$ cat src/rtl/ucsbece154_mem_arbiter_if.sv
`default_nettype none
// ============================================================================
//  Module   : ucsbece154_mem_arbiter_if
//  Purpose  : Bundle of the icache, dcache and SDRAM-controller read-side
//             signals that meet at the memory read arbiter.
//  Revision : 1.0 - initial release
// ============================================================================
interface ucsbece154_mem_arbiter_if;
    // icache refill side
    logic        IReadRequest;
    logic [31:0] IReadAddress;
    logic [31:0] IDataIn;
    logic        IDataReady;
    // dcache refill side
    logic        DReadRequest;
    logic [31:0] DReadAddress;
    logic [31:0] DDataIn;
    logic        DDataReady;
    // SDRAM controller side
    logic [31:0] MemReadAddress;
    logic        MemReadRequest;
    logic [31:0] MemDataIn;
    logic        MemDataReady;
    // current burst owner
    logic [1:0]  Grant;

    // Arbiter view
    modport master (
        input  IReadRequest, IReadAddress,
        output IDataIn, IDataReady,
        input  DReadRequest, DReadAddress,
        output DDataIn, DDataReady,
        output MemReadAddress, MemReadRequest,
        input  MemDataIn, MemDataReady,
        output Grant
    );

    // Environment view (caches + SDRAM controller)
    modport slave (
        output IReadRequest, IReadAddress,
        input  IDataIn, IDataReady,
        output DReadRequest, DReadAddress,
        input  DDataIn, DDataReady,
        input  MemReadAddress, MemReadRequest,
        output MemDataIn, MemDataReady,
        input  Grant
    );
endinterface
`default_nettype wire

$ cat src/rtl/ucsbece154_mem_arbiter.sv
`default_nettype none
// ============================================================================
//  Module   : ucsbece154_mem_arbiter
//  Purpose  : Shares the single SDRAM read port between the icache and
//             dcache refill engines, one block burst at a time, with
//             round-robin or fixed icache-first arbitration.
//  Revision : 1.0 - initial release
// ============================================================================
module ucsbece154_mem_arbiter #(
    parameter int BLOCK_WORDS = 4,
    parameter bit ROUND_ROBIN = 1'b1
) (
    input  logic Clk,
    input  logic Reset,
    ucsbece154_mem_arbiter_if.master bus
);

    localparam int                  c_CNT_W      = $clog2(BLOCK_WORDS);
    localparam int                  c_OFS_W      = c_CNT_W + 2;
    localparam logic [31:0]         c_ALIGN_MASK = ~((32'd1 << c_OFS_W) - 32'd1);
    localparam logic [c_CNT_W-1:0]  c_LAST       = c_CNT_W'(BLOCK_WORDS - 1);
    localparam logic [c_CNT_W-1:0]  c_ONE        = c_CNT_W'(1);

    typedef enum logic [1:0] {
        IDLE   = 2'd0,
        BUSY_I = 2'd1,
        BUSY_D = 2'd2
    } state_t;

    state_t               r_state, w_state_next;
    logic [c_CNT_W-1:0]   r_cnt, w_cnt_next;
    logic                 r_last_d, w_last_d_next;   // 1: dcache was served last
    logic                 r_mem_req, w_mem_req_next;
    logic [1:0]           r_grant, w_grant_next;
    logic [31:0]          r_mem_addr, w_mem_addr_next;
    logic                 w_pick_d;

    // Next-state logic: pick a winner in IDLE, count beats while busy.
    always_comb begin
        w_state_next    = r_state;
        w_cnt_next      = r_cnt;
        w_last_d_next   = r_last_d;
        w_mem_req_next  = r_mem_req;
        w_grant_next    = r_grant;
        w_mem_addr_next = r_mem_addr;
        w_pick_d        = 1'b0;
        case (r_state)
            IDLE: begin
                // Strobes arriving here are ignored on purpose.
                if (bus.IReadRequest || bus.DReadRequest) begin
                    w_pick_d        = bus.DReadRequest &&
                                      (!bus.IReadRequest || (ROUND_ROBIN && !r_last_d));
                    w_state_next    = w_pick_d ? BUSY_D : BUSY_I;
                    w_mem_req_next  = 1'b1;
                    w_grant_next    = w_pick_d ? 2'b10 : 2'b01;
                    w_mem_addr_next = (w_pick_d ? bus.DReadAddress : bus.IReadAddress)
                                      & c_ALIGN_MASK;
                    w_cnt_next      = '0;
                end
            end
            BUSY_I, BUSY_D: begin
                // The burst always runs to completion even if the requester
                // drops, since the SDRAM controller cannot abort it.
                if (bus.MemDataReady) begin
                    w_cnt_next = r_cnt + c_ONE;   // wraps to 0 on the last beat
                    if (r_cnt == c_LAST) begin
                        w_state_next   = IDLE;
                        w_mem_req_next = 1'b0;
                        w_grant_next   = 2'b00;
                        w_last_d_next  = (r_state == BUSY_D);
                    end
                end
            end
            default: begin
                w_state_next   = IDLE;
                w_mem_req_next = 1'b0;
                w_grant_next   = 2'b00;
            end
        endcase
    end

    // State register; reset drops the request and grant immediately.
    always_ff @(posedge Clk or posedge Reset) begin
        if (Reset) begin
            r_state    <= IDLE;
            r_cnt      <= '0;
            r_last_d   <= 1'b1;
            r_mem_req  <= 1'b0;
            r_grant    <= 2'b00;
            r_mem_addr <= 32'd0;
        end else begin
            r_state    <= w_state_next;
            r_cnt      <= w_cnt_next;
            r_last_d   <= w_last_d_next;
            r_mem_req  <= w_mem_req_next;
            r_grant    <= w_grant_next;
            r_mem_addr <= w_mem_addr_next;
        end
    end

    // Beat steering is purely combinational: zero-cycle forwarding.
    assign bus.IDataIn        = bus.MemDataIn;
    assign bus.DDataIn        = bus.MemDataIn;
    assign bus.IDataReady     = bus.MemDataReady & r_grant[0];
    assign bus.DDataReady     = bus.MemDataReady & r_grant[1];
    assign bus.MemReadRequest = r_mem_req;
    assign bus.MemReadAddress = r_mem_addr;
    assign bus.Grant          = r_grant;

endmodule
`default_nettype wire

$ cat src/flat_wrapper.sv
// flat-port wrapper written by rule: the top's interface ports become plain ports
module ucsbece154_mem_arbiter_flat 
#(
    parameter int BLOCK_WORDS = 4,
    parameter bit ROUND_ROBIN = 1'b1
)
  (Clk, Reset, bus_IReadRequest, bus_IReadAddress, bus_IDataIn, bus_IDataReady, bus_DReadRequest, bus_DReadAddress, bus_DDataIn, bus_DDataReady, bus_MemReadAddress, bus_MemReadRequest, bus_MemDataIn, bus_MemDataReady, bus_Grant);
  ucsbece154_mem_arbiter_if bus_i ();
  input  logic Clk;
  input  logic Reset;
  input wire logic [$bits(bus_i.IReadRequest)-1:0] bus_IReadRequest;
  input wire logic [$bits(bus_i.IReadAddress)-1:0] bus_IReadAddress;
  output wire logic [$bits(bus_i.IDataIn)-1:0] bus_IDataIn;
  output wire logic [$bits(bus_i.IDataReady)-1:0] bus_IDataReady;
  input wire logic [$bits(bus_i.DReadRequest)-1:0] bus_DReadRequest;
  input wire logic [$bits(bus_i.DReadAddress)-1:0] bus_DReadAddress;
  output wire logic [$bits(bus_i.DDataIn)-1:0] bus_DDataIn;
  output wire logic [$bits(bus_i.DDataReady)-1:0] bus_DDataReady;
  output wire logic [$bits(bus_i.MemReadAddress)-1:0] bus_MemReadAddress;
  output wire logic [$bits(bus_i.MemReadRequest)-1:0] bus_MemReadRequest;
  input wire logic [$bits(bus_i.MemDataIn)-1:0] bus_MemDataIn;
  input wire logic [$bits(bus_i.MemDataReady)-1:0] bus_MemDataReady;
  output wire logic [$bits(bus_i.Grant)-1:0] bus_Grant;
  assign bus_i.IReadRequest = bus_IReadRequest;
  assign bus_i.IReadAddress = bus_IReadAddress;
  assign bus_IDataIn = bus_i.IDataIn;
  assign bus_IDataReady = bus_i.IDataReady;
  assign bus_i.DReadRequest = bus_DReadRequest;
  assign bus_i.DReadAddress = bus_DReadAddress;
  assign bus_DDataIn = bus_i.DDataIn;
  assign bus_DDataReady = bus_i.DDataReady;
  assign bus_MemReadAddress = bus_i.MemReadAddress;
  assign bus_MemReadRequest = bus_i.MemReadRequest;
  assign bus_i.MemDataIn = bus_MemDataIn;
  assign bus_i.MemDataReady = bus_MemDataReady;
  assign bus_Grant = bus_i.Grant;
  ucsbece154_mem_arbiter #(.BLOCK_WORDS(BLOCK_WORDS), .ROUND_ROBIN(ROUND_ROBIN)) u_core (.Clk(Clk), .Reset(Reset), .bus(bus_i));
endmodule
$ cat config.mk
export PLATFORM = sky130hd
export DESIGN_NAME = ucsbece154_mem_arbiter_flat
export DESIGN_NICKNAME = d
export VERILOG_FILES = /design/src/rtl/ucsbece154_mem_arbiter_if.sv /design/src/rtl/ucsbece154_mem_arbiter.sv /design/src/flat_wrapper.sv
export SDC_FILE = /design/constraint.sdc
export NUM_CORES = 1
export LEC_CHECK = 0
export BUFFER_PORTS_ARGS = -buffer_cell sky130_fd_sc_hd__buf_4
export CAP_MARGIN = 30
export CORE_UTILIZATION = 38
export CTS_BUF_LIST = sky130_fd_sc_hd__clkbuf_8
export DETAILED_ROUTE_END_ITERATION = 12
export GPL_ROUTABILITY_DRIVEN = 0
export HOLD_SLACK_MARGIN = 0.06
export PLACE_DENSITY = 0.88
export SLEW_MARGIN = 10
export SYNTH_ARGS = -nofsm -noshare
export SYNTH_HDL_FRONTEND = slang
export SYNTH_SLANG_ARGS = --single-unit
export TNS_END_PERCENT = 30
$ cat constraint.sdc
create_clock -name Clk -period 1.6 [get_ports Clk]
set_input_delay 0.32 -clock Clk [delete_from_list [all_inputs] [get_ports Clk]]
set_output_delay 0.32 -clock Clk [all_outputs]
set_load 0.05 [all_outputs]
==> metrics.txt <==
FF-to-FF path depth 5; Die Y-Extent 77.9 um; DR pass1 iterations 4; Yosys top cell area share 0.377; cts-stage hold buffer count 0; hold slack final 134 ps; final worst path period need 1510 ps; PostCTS Resize Cnt 0; most frequent cell after synthesis buf_4; die area 6070 um^2; Post-DRT Antenna Nets 0; pin count of the biggest net entering global routing 47; final hold violation count 0; adder-cell share of the synthesized area 0.0229; average size of a mapped cell 8.48 um^2; Synth Area in XOR/XNOR 0; CP cell instances inv_2 > ha_4 > nor3b_2 > a21oi_2 > mux2_1; fin area 2560 um^2; P_leak 1.25 nW; share of cells above drive strength 1 0.411; Req. time, crit path 1770 ps; EDFF count, synth 0; # rows 27; Synth Area in Simple Gates 0.173; Crit path largest cell delay 420 ps; fin nets 391; proportion of synthesized area in mux cells 0.0194; first-pass GRT wire length 8070 um; IO Count 202; Total GRT Usage 0.174; DRC violations left 0; Crit path arrival time 1690 ps; Top FF cell, synth dfrtp_1; clk sink count 34; clk_lat worst skew 280 ps; DP Wirelength 3960 um; outcome complete, no violations; DR WL/cell 14.6 um; fin. max-slew vios 0; CTS max path bufs 2; Synth Area in Compound Gates 0.109; pwr dens 2220 nW/um^2; CORE AREA 5540 um^2; initial antenna violation count 0; Syn Inst Count 258; largest cells by area after synthesis dfrtp_1 (38%), buf_4 (24%), nand2_1 (10%); RSZ-0062 raised after global routing no; post-synth cell types 26; Die X 77.9 um; Clk Tree Root Cell clkbuf_8; Async S/R FF share, synth 1.00; initial DRC count 98; crit path max fanout 5; CTS tree yes; WS Path Type register to register; R2R Setup Slk 90 ps; register area share after synthesis 0.389; Seq cells post-synth 34; Startpoint Class register; number of vias per cell 4.78; Final Setup Violations 0; critical path's slowest cell dfrtp_2; max-cap viol count 0; post-route clock period utilization 0.946; htree depth 2; Tightest Hold Check Type primary input to asynchronous set/reset pin; number of global-route vias before repair 1658; Yosys warnings 0; WL final 5230 um; setup bufs post-CTS 0; routed via count 1716; Placed Area 2470 um^2; PortBufs 93; Overflow after GRT 0; clock slew seen by the registers of the worst setup and hold paths 70 ps; largest family of logic cells by synthesized area buffers and inverters; Max VDD drop 1130 uV; Final TNS setup 0 ps; Antenna Cells 0; Post-Synthesis Cell Area 2190 um^2; CTS Buf Count 5; CP endpoint kind register; top cells by count, synth buf_4 (70), nand2_1 (61), dfrtp_1 (33), nor2_1 (29), a31oi_1 (28); Initial Util 0.395; Yosys top cell by area dfrtp_1; area delta synth->final 17.2%; Max Fclk 660 MHz; skew final 5.38 ps
through the flow:
| step | power [mW] | setup WS (ps) | cells | util |
|---|---|---|---|---|
| CTS | 5.75 | 88.8 | 359 | 0.463 |
| detailed placement | 5.08 | 107 | 351 | 0.446 |
| finish | 5.69 | 85.7 | 359 | 0.463 |
| global route | 6.03 | 4.31 | 359 | 0.463 |
| floorplan | 4.45 | 16.4 | 261 | - |
| global placement | 4.96 | 157 | 351 | 0.446 |
cell families (layout without fill, tap and decap cells):
| kind of cell | after synthesis | count (layout) |
|---|---|---|
| AOI/OAI and AO/OA | 36 | 36 |
| adders and majority gates | 4 | 4 |
| buffers and inverters | 83 | 109 |
| DFF | 34 | 34 |
| muxes | 4 | 4 |
| other | 1 | 4 |
| and+or+nand+nor | 96 | 96 |
cell type report:
type | count | area (um^2)
Tap cell | 72 | 90.1
Timing Repair Buffer | 98 | 773
Inverter | 3 | 11.3
Fill cell | 539 | 2980
Clock inverter | 2 | 12.5
Multi-Input combinational cell | 144 | 739
Sequential cell | 34 | 855
Clock buffer | 6 | 82.6
sequential cells by signal, indices dropped and copies added (netlist names):
signal and cells:
u_core.bus.MemReadAddress 28, u_core.bus.Grant 2, u_core.r_cnt 2, u_core.bus.MemReadRequest 1, u_core.r_last_d 1
where the power goes:
part | internal [mW] | switching, mW | leakage, nW
clock network | 0.346 | 0.311 | 0.0472
logic | 1.14 | 2.36 | 0.812
registers | 1.29 | 0.252 | 0.386
total | 2.78 | 2.92 | 1.25
cells in the final DEF (no fill, tap or decap), types with 2 or more instances in the layout:
master,n
dfrtp_1,31
ha_1,3
o21ai_0,2
buf_4,95
mux2i_1,2
and2_1,2
conb_1,4
nand3_1,2
dfrtp_2,2
a31oi_1,28
nor2_1,29
nand2_1,61
buf_12,3
inv_2,2
clkbuf_8,6
worst paths after layout:
check / from / to
worst max register to register: u_core.bus.Grant[0]$_DFFE_PP0P_ / u_core.bus.MemReadRequest$_DFFE_PP0P_
max in group asynchronous: Reset / u_core.r_last_d$_DFFE_PP1P_
worst min register to register: u_core.bus.MemReadRequest$_DFFE_PP0P_ / u_core.bus.MemReadRequest$_DFFE_PP0P_
worst min-delay path: Reset / u_core.bus.MemReadAddress[21]$_DFFE_PP0P_
worst max-delay path: u_core.bus.Grant[0]$_DFFE_PP0P_ / u_core.bus.MemReadRequest$_DFFE_PP0P_
min in group Clk: bus_DReadAddress[31] / u_core.bus.MemReadAddress[31]$_DFFE_PP0P_
worst max-delay path: cells and delay by family, from the launching register on:
family,cells,cell delay (ps)
AO/OA/AOI/OAI,1,110
adder cells (fa/ha/maj),1,140
buffers and inverters,1,100
flip-flops,1,420
multiplexers,1,320
AND/OR/NAND/NOR,1,310
layer usage:
layer  share of wire  global-route usage
met4           0.035               0.106
met1            0.36               0.187
met2            0.52               0.321
met3           0.083              0.0247
met5               0                   0
Power figures use the tool's default switching activity.
